### config.mk
export PLATFORM = sky130hd
export DESIGN_NAME = ks_add_arbiter_flat
export DESIGN_NICKNAME = d
export VERILOG_FILES = /design/src/rtl/ks_pkg.sv /design/src/rtl/ks_add_arbiter_if.sv /design/src/rtl/ks_rsp_fifo.sv /design/src/rtl/ks_add_arbiter.sv /design/src/flat_wrapper.sv
export SDC_FILE = /design/constraint.sdc
export NUM_CORES = 1
export LEC_CHECK = 0
export ABC_AREA = 1
export BUFFER_PORTS_ARGS = -buffer_cell sky130_fd_sc_hd__buf_2
export CAP_MARGIN = 40
export CORE_ASPECT_RATIO = 2
export CORE_MARGIN = 2
export CORE_UTILIZATION = 50
export CTS_CLUSTER_DIAMETER = 150
export DETAILED_ROUTE_END_ITERATION = 6
export GPL_TIMING_DRIVEN = 1
export PLACE_DENSITY = 0.8
export SYNTH_ARGS = -nofsm -noshare
export SYNTH_HDL_FRONTEND = slang
export SYNTH_SLANG_ARGS = --single-unit
export TNS_END_PERCENT = 30
### constraint.sdc
create_clock -name clock -period 3.04 [get_ports clock]
set_input_delay 0.608 -clock clock [delete_from_list [all_inputs] [get_ports clock]]
set_output_delay 0.608 -clock clock [all_outputs]
set_load 0.05 [all_outputs]
### src/rtl/ks_pkg.sv
// ks_pkg: shared widths, latency, tag and response types for the shared adder arbiter
package ks_pkg;
    localparam int KS_W         = 25;
    localparam int KS_LAT       = 6;
    localparam int KS_RSP_DEPTH = 4;
    typedef enum logic {TAG_MAC = 1'b0, TAG_ADD = 1'b1} tag_t;
    typedef struct packed {
        logic [KS_W-1:0] sum;
        logic            cout;
        logic            sign;
    } rsp_t;
endpackage

### src/rtl/ks_add_arbiter_if.sv
// ks_add_arbiter_if: request, adder and response bundles of the shared adder arbiter
interface ks_req_if #(parameter int W = ks_pkg::KS_W);
    logic         valid;
    logic         ready;
    logic [W-1:0] a;
    logic [W-1:0] b;
    logic         sign;
    modport master (output valid, a, b, sign, input ready);
    modport slave  (input valid, a, b, sign, output ready);
endinterface

interface ks_add_if #(parameter int W = ks_pkg::KS_W);
    logic         issue_valid;
    logic [W-1:0] issue_a;
    logic [W-1:0] issue_b;
    logic         issue_sign;
    logic [W-1:0] add_sum;
    logic         add_cout;
    logic         add_sign;
    modport master (output issue_valid, issue_a, issue_b, issue_sign, input add_sum, add_cout, add_sign);
    modport slave  (input issue_valid, issue_a, issue_b, issue_sign, output add_sum, add_cout, add_sign);
endinterface

interface ks_rsp_if #(parameter int W = ks_pkg::KS_W);
    logic         valid;
    logic         ready;
    logic [W-1:0] sum;
    logic         cout;
    logic         sign;
    modport master (output valid, sum, cout, sign, input ready);
    modport slave  (input valid, sum, cout, sign, output ready);
endinterface

### src/rtl/ks_rsp_fifo.sv
// ks_rsp_fifo: synchronous response FIFO with wrap-bit pointers and async active-low reset
module ks_rsp_fifo
    import ks_pkg::*;
#(
    parameter int DEPTH = KS_RSP_DEPTH
) (
    input  logic clock,
    input  logic resetn,
    input  logic wr_i,
    input  rsp_t wdata_i,
    input  logic rd_i,
    output rsp_t rdata_o,
    output logic valid_o
);
    localparam int PW = $clog2(DEPTH);

    logic [PW:0] wp_q, wp_d, rp_q, rp_d;
    rsp_t        mem_q [DEPTH];
    logic        empty, full;

    // Status flags, head data and pointer advance; popping an empty FIFO is ignored
    always_comb begin
        empty   = wp_q == rp_q;
        full    = (wp_q[PW] != rp_q[PW]) && (wp_q[PW-1:0] == rp_q[PW-1:0]);
        valid_o = ~empty;
        rdata_o = mem_q[rp_q[PW-1:0]];
        wp_d    = wp_q + (PW+1)'(wr_i);
        rp_d    = rp_q + (PW+1)'(rd_i & ~empty);
    end

    // Pointer registers
    always_ff @(posedge clock or negedge resetn)
        if (!resetn) begin
            wp_q <= '0;
            rp_q <= '0;
        end else begin
            wp_q <= wp_d;
            rp_q <= rp_d;
        end

    // Storage needs no reset: contents are only visible through the pointers
    always_ff @(posedge clock)
        if (wr_i) mem_q[wp_q[PW-1:0]] <= wdata_i;

    // Credits upstream guarantee a write never finds the FIFO full
    a_no_overflow: assert property (@(posedge clock) disable iff (!resetn) !(wr_i && full));
endmodule

### src/rtl/ks_add_arbiter.sv
// ks_add_arbiter: round-robin, credit-gated sharing of one fixed-latency adder between two requesters
module ks_add_arbiter
    import ks_pkg::*;
#(
    parameter int W         = KS_W,
    parameter int LAT       = KS_LAT,
    parameter int RSP_DEPTH = KS_RSP_DEPTH
) (
    input  logic      clock,
    input  logic      resetn,
    ks_req_if.slave   req0,
    ks_req_if.slave   req1,
    ks_add_if.master  add,
    ks_rsp_if.master  rsp0,
    ks_rsp_if.master  rsp1,
    output logic      busy
);
    localparam int CW = $clog2(RSP_DEPTH + 1);

    logic [CW-1:0] credit_q [2];
    logic [CW-1:0] credit_d [2];
    logic          rr_q, rr_d;
    logic [1:0]    elig, grant, pop, wr;
    logic          issue_valid_q, issue_sign_q;
    logic [W-1:0]  issue_a_q, issue_b_q;
    tag_t          issue_tag_q;
    logic [LAT-1:0] pipe_vld_q;
    tag_t          pipe_tag_q [LAT];
    rsp_t          wdata;
    rsp_t          rdata [2];

    // Eligibility, round-robin grant and credit bookkeeping
    always_comb begin
        elig[0]    = req0.valid & (credit_q[0] != '0);
        elig[1]    = req1.valid & (credit_q[1] != '0);
        grant[0]   = elig[0] & (~elig[1] | ~rr_q);
        grant[1]   = elig[1] & (~elig[0] | rr_q);
        req0.ready = grant[0] & resetn;
        req1.ready = grant[1] & resetn;
        rr_d       = grant[0] ? 1'b1 : grant[1] ? 1'b0 : rr_q;
        pop[0]     = rsp0.valid & rsp0.ready;
        pop[1]     = rsp1.valid & rsp1.ready;
        for (int k = 0; k < 2; k++) credit_d[k] = credit_q[k] + CW'(pop[k]) - CW'(grant[k]);
    end

    // Round-robin pointer and per-requester credits
    always_ff @(posedge clock or negedge resetn)
        if (!resetn) begin
            rr_q        <= 1'b0;
            credit_q[0] <= CW'(RSP_DEPTH);
            credit_q[1] <= CW'(RSP_DEPTH);
        end else begin
            rr_q     <= rr_d;
            credit_q <= credit_d;
        end

    // Registered issue to the adder; data is held when nothing is granted
    always_ff @(posedge clock or negedge resetn)
        if (!resetn) begin
            issue_valid_q <= 1'b0;
            issue_a_q     <= '0;
            issue_b_q     <= '0;
            issue_sign_q  <= 1'b0;
            issue_tag_q   <= TAG_MAC;
        end else begin
            issue_valid_q <= |grant;
            if (|grant) begin
                issue_a_q    <= grant[1] ? req1.a : req0.a;
                issue_b_q    <= grant[1] ? req1.b : req0.b;
                issue_sign_q <= grant[1] ? req1.sign : req0.sign;
                issue_tag_q  <= grant[1] ? TAG_ADD : TAG_MAC;
            end
        end

    // Tag pipe mirrors the adder latency so the last stage lines up with add_sum
    always_ff @(posedge clock or negedge resetn)
        if (!resetn) begin
            pipe_vld_q <= '0;
            for (int i = 0; i < LAT; i++) pipe_tag_q[i] <= TAG_MAC;
        end else begin
            pipe_vld_q[0] <= issue_valid_q;
            pipe_tag_q[0] <= issue_tag_q;
            for (int i = 1; i < LAT; i++) begin
                pipe_vld_q[i] <= pipe_vld_q[i-1];
                pipe_tag_q[i] <= pipe_tag_q[i-1];
            end
        end

    // Route the adder result to the FIFO of its requester and expose the heads
    always_comb begin
        wdata      = '{sum: add.add_sum, cout: add.add_cout, sign: add.add_sign};
        wr[0]      = pipe_vld_q[LAT-1] & (pipe_tag_q[LAT-1] == TAG_MAC);
        wr[1]      = pipe_vld_q[LAT-1] & (pipe_tag_q[LAT-1] == TAG_ADD);
        rsp0.sum   = rdata[0].sum;
        rsp0.cout  = rdata[0].cout;
        rsp0.sign  = rdata[0].sign;
        rsp1.sum   = rdata[1].sum;
        rsp1.cout  = rdata[1].cout;
        rsp1.sign  = rdata[1].sign;
        busy       = issue_valid_q | (|pipe_vld_q) | rsp0.valid | rsp1.valid;
    end

    assign add.issue_valid = issue_valid_q;
    assign add.issue_a     = issue_a_q;
    assign add.issue_b     = issue_b_q;
    assign add.issue_sign  = issue_sign_q;

    ks_rsp_fifo #(.DEPTH(RSP_DEPTH)) u_fifo0 (
        .clock   (clock),
        .resetn  (resetn),
        .wr_i    (wr[0]),
        .wdata_i (wdata),
        .rd_i    (rsp0.ready),
        .rdata_o (rdata[0]),
        .valid_o (rsp0.valid)
    );

    ks_rsp_fifo #(.DEPTH(RSP_DEPTH)) u_fifo1 (
        .clock   (clock),
        .resetn  (resetn),
        .wr_i    (wr[1]),
        .wdata_i (wdata),
        .rd_i    (rsp1.ready),
        .rdata_o (rdata[1]),
        .valid_o (rsp1.valid)
    );
endmodule

### src/flat_wrapper.sv
// flat-port wrapper written by rule: the top's interface ports become plain ports
module ks_add_arbiter_flat import ks_pkg::*;
#(
    parameter int W         = KS_W,
    parameter int LAT       = KS_LAT,
    parameter int RSP_DEPTH = KS_RSP_DEPTH
)
  (clock, resetn, busy, req0_valid, req0_a, req0_b, req0_sign, req0_ready, req1_valid, req1_a, req1_b, req1_sign, req1_ready, add_issue_valid, add_issue_a, add_issue_b, add_issue_sign, add_add_sum, add_add_cout, add_add_sign, rsp0_valid, rsp0_sum, rsp0_cout, rsp0_sign, rsp0_ready, rsp1_valid, rsp1_sum, rsp1_cout, rsp1_sign, rsp1_ready);
  ks_req_if #(.W(W)) req0_i ();
  ks_req_if #(.W(W)) req1_i ();
  ks_add_if #(.W(W)) add_i ();
  ks_rsp_if #(.W(W)) rsp0_i ();
  ks_rsp_if #(.W(W)) rsp1_i ();
  input  logic clock;
  input  logic resetn;
  output logic busy;
  input wire logic [$bits(req0_i.valid)-1:0] req0_valid;
  input wire logic [$bits(req0_i.a)-1:0] req0_a;
  input wire logic [$bits(req0_i.b)-1:0] req0_b;
  input wire logic [$bits(req0_i.sign)-1:0] req0_sign;
  output wire logic [$bits(req0_i.ready)-1:0] req0_ready;
  input wire logic [$bits(req1_i.valid)-1:0] req1_valid;
  input wire logic [$bits(req1_i.a)-1:0] req1_a;
  input wire logic [$bits(req1_i.b)-1:0] req1_b;
  input wire logic [$bits(req1_i.sign)-1:0] req1_sign;
  output wire logic [$bits(req1_i.ready)-1:0] req1_ready;
  output wire logic [$bits(add_i.issue_valid)-1:0] add_issue_valid;
  output wire logic [$bits(add_i.issue_a)-1:0] add_issue_a;
  output wire logic [$bits(add_i.issue_b)-1:0] add_issue_b;
  output wire logic [$bits(add_i.issue_sign)-1:0] add_issue_sign;
  input wire logic [$bits(add_i.add_sum)-1:0] add_add_sum;
  input wire logic [$bits(add_i.add_cout)-1:0] add_add_cout;
  input wire logic [$bits(add_i.add_sign)-1:0] add_add_sign;
  output wire logic [$bits(rsp0_i.valid)-1:0] rsp0_valid;
  output wire logic [$bits(rsp0_i.sum)-1:0] rsp0_sum;
  output wire logic [$bits(rsp0_i.cout)-1:0] rsp0_cout;
  output wire logic [$bits(rsp0_i.sign)-1:0] rsp0_sign;
  input wire logic [$bits(rsp0_i.ready)-1:0] rsp0_ready;
  output wire logic [$bits(rsp1_i.valid)-1:0] rsp1_valid;
  output wire logic [$bits(rsp1_i.sum)-1:0] rsp1_sum;
  output wire logic [$bits(rsp1_i.cout)-1:0] rsp1_cout;
  output wire logic [$bits(rsp1_i.sign)-1:0] rsp1_sign;
  input wire logic [$bits(rsp1_i.ready)-1:0] rsp1_ready;
  assign req0_i.valid = req0_valid;
  assign req0_i.a = req0_a;
  assign req0_i.b = req0_b;
  assign req0_i.sign = req0_sign;
  assign req0_ready = req0_i.ready;
  assign req1_i.valid = req1_valid;
  assign req1_i.a = req1_a;
  assign req1_i.b = req1_b;
  assign req1_i.sign = req1_sign;
  assign req1_ready = req1_i.ready;
  assign add_issue_valid = add_i.issue_valid;
  assign add_issue_a = add_i.issue_a;
  assign add_issue_b = add_i.issue_b;
  assign add_issue_sign = add_i.issue_sign;
  assign add_i.add_sum = add_add_sum;
  assign add_i.add_cout = add_add_cout;
  assign add_i.add_sign = add_add_sign;
  assign rsp0_valid = rsp0_i.valid;
  assign rsp0_sum = rsp0_i.sum;
  assign rsp0_cout = rsp0_i.cout;
  assign rsp0_sign = rsp0_i.sign;
  assign rsp0_i.ready = rsp0_ready;
  assign rsp1_valid = rsp1_i.valid;
  assign rsp1_sum = rsp1_i.sum;
  assign rsp1_cout = rsp1_i.cout;
  assign rsp1_sign = rsp1_i.sign;
  assign rsp1_i.ready = rsp1_ready;
  ks_add_arbiter #(.W(W), .LAT(LAT), .RSP_DEPTH(RSP_DEPTH)) u_core (.clock(clock), .resetn(resetn), .req0(req0_i), .req1(req1_i), .add(add_i), .rsp0(rsp0_i), .rsp1(rsp1_i), .busy(busy));
endmodule
# Word-level counts from Yosys, hierarchy flattened
# Memory sizes are Yosys's and may differ from the RTL's.
# Cells that the tools add are included.
classes:
  add_sub_neg: 8
  n_eq_ne: 2
  muxes: 10
  n_bitwise: 25
  n_reduce_logical: 5
op_table:
  columns: ["cell", "count"]
  rows:
  - ["$mux W25", 2]
  - ["$add A3 B1 Y3", 4]
  - ["$and A1 B1 Y1", 10]
  - ["$mux W1", 8]
  - ["$add A3 B3 Y3", 2]
  - ["$and A1 B3 Y3", 2]
  - ["$eq A3 B3 Y1", 2]
  - ["$not A1 Y1", 6]
  - ["$not A1 Y3", 2]
  - ["$reduce_bool A3 Y1", 2]
  - ["$reduce_or A6 Y1", 1]
  - ["$sub A3 B1 Y3", 2]
  - ["$or A1 B1 Y1", 5]
  - ["$reduce_bool A2 Y1", 1]
  - ["$reduce_or A2 Y1", 1]
word_totals:
  ff_bits: 84
  ramBits: 216
  inputBits: 135
  wordCells: 71
  n_memories: 2
mem_list:
  columns: ["name", "words", "width", "rd", "rd_clocked_by_memory_dff", "wr", "line_no", "source"]
  rows:
  - ["u_core.u_fifo0.mem_q", 4, 27, 1, 0, 1, "ks_rsp_fifo.sv:18", "rsp_t mem_q [DEPTH];"]
  - ["u_core.u_fifo1.mem_q", 4, 27, 1, 0, 1, "ks_rsp_fifo.sv:18", null]

# Longest topological paths before layout
# Gate-level depths: netlist of run 1.
depth:
  word_depth: 7
  ltp_mapped: 12

# Cells and area by module
# From an unflattened synthesis of run 1, not the netlist that was laid out.
hier_totals:
  cells_unflattened: 936
  area_unflattened_um2: 12209.2
modules_own_cells:
  columns: ["module", "instances", "cells_each", "area_each_um2", "seq_area_each_um2"]
  rows:
  - ["ks_rsp_fifo at u_core.u_fifo1", 1, 292, 4341.7, 3393.3]
  - ["ks_rsp_fifo at u_core.u_fifo0", 1, 292, 4340.4, 3393.3]
  - ["ks_add_arbiter", 1, 352, 3527.1, 1804.2]

# Worst setup path after synthesis of run 1
# OpenSTA, ideal clock, no wires.
synth_timing:
  path_type: "flip-flop to flip-flop"
  startpoint: "register u_core.pipe_vld_q[5]"
  endpoint: "memory u_core.u_fifo0.mem_q[2][0] (netlist bit), enable pin"
  setup_time_ns: 0.445
  t_arrival_ns: 2.449
  required_ns: 2.595
  slack_ns: 0.146
  stages_incl_launch_ff: 5
  period_less_slack_ns: 2.894
  path_cell_list: "dfrtp_1 inv_1 nor2_1 inv_1 nor3_1"
synth_via:
  elab_chain_len: 3
synth_rtl:
  columns: ["item", "line_no", "source"]
  rows:
  - ["from (decl)", "ks_add_arbiter.sv:27", "logic [LAT-1:0] pipe_vld_q;"]
  - ["from (signal, indexed assignment)", "ks_add_arbiter.sv:84", "pipe_vld_q[i] <= pipe_vld_q[i-1];"]
  - ["$and A1 B1 Y1", "ks_add_arbiter.sv:92", "wr[0] = pipe_vld_q[LAT-1] & (pipe_tag_q[LAT-1] == TAG_MAC);"]
  - ["$mux W1", "ks_rsp_fifo.sv:43", "if (wr_i) mem_q[wp_q[PW-1:0]] <= wdata_i;"]
  - ["$mux W1 (implied by the code)", "ks_rsp_fifo.sv:43", null]
  - ["to (decl)", "ks_rsp_fifo.sv:18", null]
# No other way between the ends.

# Worst setup path in the final report of run 1
layout_timing:
  startpoint: "register u_core.u_fifo0.rp_q[1]"
  endpoint: "output port rsp0_sum[10]"
layout_via:
  elab_chain_len: 1
layout_rtl:
  columns: ["item", "line_no", "source"]
  rows:
  - ["from (decl)", "ks_rsp_fifo.sv:17", "logic [PW:0] wp_q, wp_d, rp_q, rp_d;"]
  - ["from (signal assigned)", "ks_rsp_fifo.sv:38", "rp_q <= rp_d;"]
  - ["$mem_v2 Z4 W27", null, null]
  - ["to (decl)", "flat_wrapper.sv:35", "output wire logic [$bits(rsp0_i.sum)-1:0] rsp0_sum;"]
# No other way between the ends.

==> summary.md, run 1 <==
| Metric | Value |
|---|---|
| Share of total power in the clock network | `18.1%` |
| Die height | `around 220 um` |
| Post-synth EDFFs | `approximately 220` |
| RePlAce Congestion | `0.800` |
| Final #Nets | `between 1,000 and 1,500` |
| Post-Synth Simple-Gate Area | `roughly 15%` |
| FMAX | `between 300 and 400 MHz` |
| R2R cell count | `8` |
| Post-route DRC | `0` |
| CP Max Fanout | `15` |
| Die ar. | `roughly 0.026 mm2` |
| Global Route Usage Sum | `22.0%` |
| TNS Setup | `0 ns` |
| Mapped Cells | `about 1,100` |
| Share of post-route cells with drive strength above 1 | `roughly a quarter` |
| CP Capture Type | `output pin` |
| Post-synthesis register bit count | `300` |
| First-pass GRT wire length | `~44,000 um` |
| Post-synthesis mux area share | `0%` |
| Worst slew margin | `a little under half` |
| Routed vias/inst | `about 5.4` |
| Vias in the first global route | `between 8,000 and 9,000` |
| P_leak | `roughly 6.4 nW` |
| Top area cells in the synthesized netlist | `edfxtp_1 (53%), dfrtp_1 (17%), nand2_1 (8.3%)` |
| Via count | `slightly below 9,000` |
| Comb pwr share | `a little under half` |
| Area of the multi-input gates | `between 0.003 and 0.004 mm2` |
| Slew Limit Fails | `0` |
| CTS tree | `built` |
| Count leader, synth | `nand2_1` |
| Distinct cells, synth | `23` |
| Clock root buffer master | `clkbuf_16` |
| CORE AREA | `0.0238 mm2` |
| Postcts setup bufs | `0` |
| Number of buffers created by CTS | `24` |
| Post-synth top cells | `nand2_1 (267), edfxtp_1 (216), nor2_1 (119)` |
| Ys async rst share | `~28%` |
| Clock Path Buffers | `3` |
| Kind of critical path | `reg -> out` |
| Internal power | `0.00930 W` |
| Min Clock Period, post-route | `between 2 and 3 ns` |
| Switching share of power | `47.4%` |
| Final hold viol count | `0` |
| Largest net degree at the start of global routing | `90` |
| Initial antenna violation count | `2` |
| Max-cap violation count | `0` |
| Synth top area share | `around 53%` |
| Worst R2R Setup Slack | `0.68 ns` |
| # setup viols final | `0` |
| Actual slew at the worst max-slew pin | `between 0.8 and 0.9 ns` |
| Syn-to-layout area delta | `19.9%` |
| Worst r2r src | `u_core.u_fifo1.rp_q[0]` |
| Io pins | `about 250` |
| Number of port buffers | `245` |
| Routed wire per std cell | `about 17 um` |
| Post-DP HPWL | `18,300 um` |
| Syn Area/Cell | `approximately 11 um2` |
| Reg clk slew, reported paths | `about 0.070 ns` |
| Initial DRC Count | `around 640` |
| Sequential share of the synthesized area | `between 70% and 80%` |
| Total Wirelength | `approximately 28,000 um` |
| H-tree depth | `1` |
| Worst r2r dst | `u_core.credit_q[2]` |
| Ys Warns | `0` |
| Storage cell area | `between 0.008 and 0.009 mm2` |
| CP startpoint kind | `flop` |
| Drt first pass iters | `5` |
| Largest family of logic cells by synthesized area | `simple AND/OR/NAND/NOR gates` |
| Main synth FF type | `edfxtp_1` |
| Post-CTS Hold Buffers | `0` |
| Grt ovf | `0` |
| ANT nets after route | `0` |
| Reg power frac | `about a third` |
| Clk sinks | `300` |
| Required time of the critical path | `2.43 ns` |
| Unrepaired setup endpoints after global routing | `false` |
| Xor/xnor cell area share of the yosys netlist | `0.865%` |
| Initial Utilization | `around 50%` |
| Syn_nets | `1,230` |
| Yosys top cell by area | `edfxtp_1` |
| Tightest Hold Check Type | `in -> async` |
| Switching power | `approximately 0.0084 W` |
| Synth Area in Compound Gates | `7.49%` |
| Die W | `roughly 110 um` |
| Fill count | `1,902` |
| Power Dens Cells | `~1200 mW/mm2` |
| Overall power consumption | `between 0.015 and 0.02 W` |
| Maximum VDD drop | `0.617 mV` |
| Max Clock Skew | `around 0.0084 ns` |
| WP data arrival | `approximately 2.3 ns` |
| Clk_lat worst skew | `about 0.53 ns` |
| Status | `finished clean` |
| Adder-cell area share of the yosys netlist | `around 1.6%` |
| Synthesized area | `around 0.012 mm2` |
| Tcrit/Tclk final | `96.2%` |
| Site Rows | `80` |
[how the worst max path moves through the flow]
stage	startpoint	to	slack [ns]	cells after the start
after detailed placement	u_core.u_fifo1.rp_q[0]	rsp1_sum[7]	0.54	5
after floorplan	u_core.pipe_vld_q[5]	u_core.u_fifo0.mem_q[2][0]	0.15	4
after CTS	u_core.u_fifo1.rp_q[0]	rsp1_sum[8]	0.09	4
after global routing	u_core.u_fifo0.rp_q[1]	rsp0_sum[3]	0.04	5
after global placement	u_core.u_fifo1.rp_q[0]	rsp1_sum[8]	0.62	5
final	u_core.u_fifo0.rp_q[1]	rsp0_sum[10]	0.11	5
[area by class of cell]
class | instances | area share [%]
Timing Repair Buffer | 268 | 9.99
Sequential cell | 300 | 59.0
Inverter | 79 | 2.05
Clock inverter | 11 | 0.903
Multi-Input combinational cell | 643 | 20.9
Clock buffer | 33 | 4.64
Tap cell | 287 | 2.47
Antenna cell | 1 | 0.0172
[worst max-delay path, stage by stage (launching register included)]
cell and delay [ns]:
dfrtp_1 0.44, inv_1 0.34, buf_4 0.32, o21ai_0 0.18
o22ai_1 0.20, buf_2 0.31
[power groups by stage]
| stage | logic, W | registers (W) | clock network [W] |
|---|---|---|---|
| after floorplan | 0.00492 | 0.00732 | 0 |
| after global placement | 0.00817 | 0.00613 | 0 |
| after global routing | 0.00893 | 0.00621 | 0.00340 |
| after CTS | 0.00841 | 0.00611 | 0.00325 |
| final | 0.00838 | 0.00612 | 0.00320 |
| after detailed placement | 0.00838 | 0.00616 | 0 |
[timing repair]
action	in CTS	in global routing
gates resized for setup	1	2
endpoints found under the hold margin	0	0
setup endpoints to repair	5	1
[stage by stage]
step	cell area, um2	hold slack (ns)	instances	setup slack [ns]	utilization, %
after global routing	14600	0.141	1622	0.0443	61.1
after global placement	13700	0.337	1576	0.624	57.5
after floorplan	12100	0.312	1081	0.146	-
final	14600	0.119	1622	0.114	61.1
after CTS	14500	0.115	1621	0.0898	61.1
after detailed placement	13700	0.336	1577	0.542	57.7
[layer usage]
metal  part of all wire [%]  GRT usage [%]  up-vias
met5                  0.056              0        -
met2                     55           41.5      385
li1                       -              -     4124
met1                     35           23.4     4173
met3                    6.3           2.78       64
met4                    3.9           11.3        2
[flip-flops by register name, indices dropped and copies added, names as in the netlist]
register,count
u_core.u_fifo0.mem_q,108
u_core.u_fifo1.mem_q,108
u_core.add.issue_a,25
u_core.add.issue_b,25
u_core.credit_q,6
u_core.pipe_tag_q,6
u_core.pipe_vld_q,6
u_core.u_fifo0.rp_q,3
u_core.u_fifo0.wp_q,3
u_core.u_fifo1.rp_q,3
u_core.u_fifo1.wp_q,3
u_core.add.issue_sign,1
u_core.add.issue_valid,1
u_core.issue_tag_q,1
u_core.rr_q,1
[kinds of logic after synthesis]
group | after synthesis
fa+ha+maj | 14
buf+inv | 138
xor+xnor | 12
simple gates | 452
flops | 300
compound gates | 165
[layout by cell type (no fill, tap or decap), drive strengths merged]
master / n
a21boi: 2
buf: 268
bufinv: 3
clkbuf: 33
clkinv: 8
clkinvlp: 2
dfrtp: 82
dfstp: 2
diode: 1
edfxtp: 216
fa: 2
ha: 12
inv: 77
nand2: 267
nand3: 55
nand4: 1
nor2: 120
nor3: 9
o21ai: 109
o22ai: 54
xnor2: 5
xor2: 7
No activity file was read; power rests on OpenSTA's default activity.
==> run 2, diff against run 1 <==
--- a/config.mk
+++ b/config.mk
@@ -15,6 +15,7 @@
 export DETAILED_ROUTE_END_ITERATION = 6
 export GPL_TIMING_DRIVEN = 1
 export PLACE_DENSITY = 0.8
+export SETUP_SLACK_MARGIN = 0.2
 export SYNTH_ARGS = -nofsm -noshare
 export SYNTH_HDL_FRONTEND = slang
 export SYNTH_SLANG_ARGS = --single-unit
==> summary.md, run 2 (same netlist as run 1, synthesis figures left out) <==
| Metric | Value |
|---|---|
| Share of post-route cells with drive strength above 1 | `between 20% and 30%` |
| Clock root buffer master | `clkbuf_16` |
| Initial antenna violation count | `2` |
| Cell family with most CP delay | `buffers and inverters` |
| Max-cap violation count | `0` |
| Io pins | `~250` |
| Final hold viol count | `0` |
| ANT nets after route | `0` |
| Status | `finished clean` |
| Slowest stage delay, CP | `between 0.5 and 0.6 ns` |
| Routed vias/inst | `~5.4` |
| Dpl cells | `between 1,500 and 2,000` |
| Required time of the critical path | `approximately 2.4 ns` |
| Worst r2r src | `u_core.credit_q[2]` |
| Drt first pass iters | `5` |
| Core Util, Final | `61.2%` |
| Grt ovf | `0` |
| Max Clock Skew | `a little over 0.008 ns` |
| Initial Utilization | `approximately 51%` |
| CORE AREA | `~0.024 mm2` |
| Syn-to-layout area delta | `20.1%` |
| CP Capture Type | `output pin` |
| Commonest non-fill, non-tap cell in the layout | `nand2_1` |
| Via count | `roughly 8,800` |
| Clk sinks | `300` |
| Initial DRC Count | `just under 600` |
| Tcrit/Tclk final | `91.1%` |
| Reg clk slew, reported paths | `around 0.07 ns` |
| CP Max Fanout | `32` |
| H-tree depth | `1` |
| # setup viols final | `0` |
| Vias in the first global route | `slightly below 9,000` |
| Die ar. | `roughly 0.026 mm2` |
| Worst slew margin | `44.7%` |
| Min Clock Period, post-route | `between 2 and 3 ns` |
| Kind of critical path | `reg -> out` |
| Die height | `roughly 220 um` |
| Buffers & Inverters on Critical Path | `3` |
| Die W | `114 um` |
| Number of buffers created by CTS | `24` |
| CP startpoint kind | `flop` |
| Setup crit start | `u_core.u_fifo1.rp_q[0]` |
| FMAX | `361 MHz` |
| WP data arrival | `between 2 and 2.5 ns` |
| Total Wirelength | `roughly 28,000 um` |
| Area of the multi-input gates | `between 0.003 and 0.004 mm2` |
| Critical-path cell list | `inv_4, buf_8, o21ai_0, o22ai_1, buf_2` |
| Storage cell area | `approximately 0.0086 mm2` |
| Largest net degree at the start of global routing | `90` |
| Fill count | `1,897` |
| First-pass GRT wire length | `around 44,000 um` |
| CTS tree | `built` |
| Maximum VDD drop | `0.616 mV` |
| Global Route Usage Sum | `a little over a fifth` |
| Unrepaired setup endpoints after global routing | `false` |
| Clock Path Buffers | `3` |
| Final Non-Filler Cells | `between 1,500 and 2,000` |
| Post-CTS Hold Buffers | `0` |
| Routed wire per std cell | `around 18 um` |
| Tightest Hold Check Type | `in -> async` |
| Post-route DRC | `0` |
| Most frequent cells in the layout | `nand2_1 (265), buf_2 (242), edfxtp_1 (216)` |
| TNS Setup | `0 ns` |
| Site Rows | `80` |
| P_leak | `~6.4 nW` |
| Number of port buffers | `between 200 and 250` |
| Final #Nets | `about 1,500` |
| Post-DP HPWL | `18,300 um` |
| Actual slew at the worst max-slew pin | `0.829 ns` |
| Power Dens Cells | `~1200 mW/mm2` |
| Slowest cell on crit path | `dfrtp_4` |
| Slew Limit Fails | `0` |
| RePlAce Congestion | `~0.80` |
| Clk_lat worst skew | `~0.53 ns` |
-- run 2: cell types whose count changed in the layout (fill, tap and decap cells not counted), sizes merged --
| cell | before | now |
|---|---|---|
| clkinvlp | 2 | 3 |
| clkinv | 8 | 7 |
| clkbuf | 33 | 34 |
-- run 2: area by class of cell --
type,instances,area share [%]
Antenna cell,1,0.0172
Clock buffer,33,4.63
Clock inverter,11,0.901
Inverter,79,2.08
Timing Repair Buffer,269,10.1
Multi-Input combinational cell,643,20.9
Tap cell,287,2.46
Sequential cell,300,58.9
-- run 2: report_power, final --
group | switching, W | total (W) | leakage, nW | internal (W)
Clock | 0.00138 | 0.00319 | 0.389 | 0.00181
Combinational | 0.00649 | 0.00842 | 3.06 | 0.00193
Sequential | 0.000526 | 0.00613 | 2.95 | 0.00560
-- run 2: worst paths after layout --
kind	to	slack, ns	cells after the start
min reg2reg	u_core.pipe_tag_q[3]	0.35	0
max reg2reg	u_core.credit_q[5]	0.75	11
max	rsp1_sum[13]	0.27	5
min in group clock	u_core.u_fifo1.mem_q[2][22]	0.34	1
max in group asynchronous	u_core.add.issue_b[0]	2.31	3
min	u_core.add.issue_b[9]	0.12	2
-- run 2: metrics by stage --
step | hold WS (ns) | total power [W] | worst slack [ns] | instance area [um2]
2_1_floorplan | 0.312 | 0.0122 | 0.146 | 12100
3_3_place_gp | 0.337 | 0.0143 | 0.624 | 13700
3_5_place_dp | 0.336 | 0.0145 | 0.542 | 13700
4_1_cts | 0.115 | 0.0178 | 0.150 | 14600
5_1_grt | 0.141 | 0.0186 | 0.200 | 14600
6_report | 0.120 | 0.0177 | 0.272 | 14600
-- run 2: what timing repair did --
action                                  4_1_cts  5_1_grt
gates resized for setup                       3        9
setup buffers                                 0        1
endpoints found under the setup margin       27       34
-- run 2: metal layers --
metal  up-vias  wire length, um  track usage, %
met5         -               16               0
met4         2             1090            11.1
met3        63             1830            2.69
met2       411            15700            41.6
met1      4195             9840            23.5
li1       4127                -               -
==> run 3, diff against run 2 <==
==> constraint.sdc (replaced) <==
create_clock -name clock -period 3.04 [get_ports clock]
set_input_delay 0 -clock clock [delete_from_list [all_inputs] [get_ports clock]]
set_output_delay 0 -clock clock [all_outputs]
set_load 0.05 [all_outputs]
==> summary.md, run 3 (same netlist as run 1, synthesis figures left out) <==
| Metric | Value |
|---|---|
| CP startpoint kind | `flop` |
| Die height | `approximately 220 um` |
| Postcts setup bufs | `0` |
| Die W | `approximately 110 um` |
| Unrepaired setup endpoints after global routing | `false` |
| Routed wire per std cell | `~17 um` |
| Initial DRC Count | `624` |
| Tcrit/Tclk final | `just over 80%` |
| R2R cell count | `10` |
| Grt ovf | `0` |
| Worst R2R Setup Slack | `roughly 0.57 ns` |
| RePlAce Congestion | `a little over 0.8` |
| Worst r2r src | `u_core.credit_q[2]` |
| Most frequent cells in the layout | `nand2_1 (265), buf_2 (244), edfxtp_1 (216)` |
| Post-CTS Hold Buffers | `135` |
| FMAX | `404 MHz` |
| Actual slew at the worst max-slew pin | `0.721 ns` |
| H-tree depth | `1` |
| DP Worst Slack | `between 0.7 and 0.8 ns` |
| Resize count post-CTS | `0` |
| Reg clk slew, reported paths | `around 0.070 ns` |
| Slowest stage delay, CP | `about 0.59 ns` |
| Final #Nets | `between 1,500 and 2,000` |
| Critical-path cell list | `nor2_2, nand2_1, nand3_1, nand2_4, buf_4, buf_16, nand2_1, nand2_1, dlygate4sd3_1, nand2_1` |
| Vias in the first global route | `9,606` |
| WHS | `slightly above 0.07 ns` |
| Switching share of power | `47.1%` |
| Power Dens Cells | `approximately 1100 mW/mm2` |
| Clk sinks | `300` |
| Number of buffers created by CTS | `25` |
| Worst r2r dst | `u_core.add.issue_a[18]` |
| Via count | `~9,300` |
| Tightest Hold Check Type | `in -> async` |
| Final hold viol count | `0` |
| CP Capture Type | `flop` |
| Worst slew margin | `51.9%` |
| Reg power frac | `33.9%` |
| Setup crit start | `u_core.credit_q[2]` |
| Routed vias/inst | `5.30` |
| Switching power | `between 0.008 and 0.009 W` |
| Site Rows | `80` |
| Comb pwr share | `49.0%` |
| Worst setup margin | `roughly 0.57 ns` |
| Overall power consumption | `approximately 0.018 W` |
| Maximum VDD drop | `between 0.7 and 0.8 mV` |
| Share of post-route cells with drive strength above 1 | `between 20% and 30%` |
| Drt first pass iters | `7` |
| Max Clock Skew | `roughly 0.0098 ns` |
| CORE AREA | `0.0238 mm2` |
| Largest net degree at the start of global routing | `88` |
| Commonest non-fill, non-tap cell in the layout | `nand2_1` |
| Clk_lat worst skew | `roughly 0.52 ns` |
| CP endpoint | `u_core.add.issue_a[18]` |
| Slew Limit Fails | `0` |
| Die ar. | `0.0256 mm2` |
| Final Non-Filler Cells | `approximately 1,800` |
| ANT cells | `0` |
| Post-DP HPWL | `18,100 um` |
| Max-cap violation count | `0` |
| Global Route Usage Sum | `between 20% and 30%` |
| Syn-to-layout area delta | `30.9%` |
| Initial antenna violation count | `0` |
| P_leak | `between 6 and 7 nW` |
| Post-route DRC | `0` |
| ANT nets after route | `0` |
| Internal power | `between 0.009 and 0.01 W` |
| Most used cell along the critical path | `nand2_1` |
| Clock Path Buffers | `3` |
| CP Max Fanout | `85` |
| Min Clock Period, post-route | `approximately 2.5 ns` |
| Share of total power in the clock network | `roughly 17%` |
| Clock root buffer master | `clkbuf_16` |
| CTS tree | `built` |
| WP data arrival | `between 2 and 3 ns` |
| Number of port buffers | `~250` |
| Dpl cells | `about 1,600` |
| Slowest cell on crit path | `dlygate4sd3_1` |
| Required time of the critical path | `3.45 ns` |
| Total Wirelength | `roughly 30,000 um` |
| First-pass GRT wire length | `approximately 47,000 um` |
| # setup viols final | `0` |
| TNS Setup | `0 ns` |
| Kind of critical path | `reg -> reg` |
| Io pins | `between 200 and 250` |
| Initial Utilization | `about half` |
| Status | `finished clean` |
==> run 3: routing by layer <==
layer	vias to the layer above	part of all wire, %	GRT usage [%]
met4	0	4.6	11.8
met5	-	0	0
met1	4413	34	24.6
li1	4391	-	-
met2	410	55	45.1
met3	93	6.0	3.05
==> run 3: how the worst min path moves through the flow <==
stage          startpoint                endpoint  slack, ns
2_1_floorplan      resetn   u_core.add.issue_a[0]      -0.30
3_3_place_gp       resetn  u_core.add.issue_b[21]        0.1
3_5_place_dp       resetn  u_core.u_fifo0.wp_q[2]       0.11
4_1_cts            resetn  u_core.add.issue_b[21]       0.09
5_1_grt            resetn  u_core.u_fifo0.wp_q[2]       0.13
6_report           resetn   u_core.add.issue_b[9]       0.07
==> run 3: metrics by stage <==
step           instance area (um2)  utilization, %
3_5_place_dp                 13800            57.7
4_1_cts                      15900            66.7
2_1_floorplan                12100               -
5_1_grt                      15900            66.7
3_3_place_gp                 13700            57.4
6_report                     15900            66.7
==> run 3: cell type report <==
type | count | area (um2)
Clock inverter | 11 | 98.8
Inverter | 79 | 297
Timing Repair Buffer | 403 | 2810
Sequential cell | 300 | 8590
Clock buffer | 34 | 689
Tap cell | 287 | 359
Fill cell | 1625 | 7930
Multi-Input combinational cell | 643 | 3040
==> run 3: critical path, delay by kind of cell (launching register included) <==
family / cells / cell delay [ns]
buffers and inverters: 3 / 1.14
DFF: 1 / 0.55
and+or+nand+nor: 7 / 0.62
==> run 3: power by group through the flow <==
stage / clock [W] / sequential [W] / combinational [W]
3_5_place_dp: 0 / 0.00616 / 0.00840
2_1_floorplan: 0 / 0.00732 / 0.00492
5_1_grt: 0.00332 / 0.00622 / 0.00946
6_report: 0.00309 / 0.00612 / 0.00885
3_3_place_gp: 0 / 0.00612 / 0.00812
4_1_cts: 0.00317 / 0.00611 / 0.00883
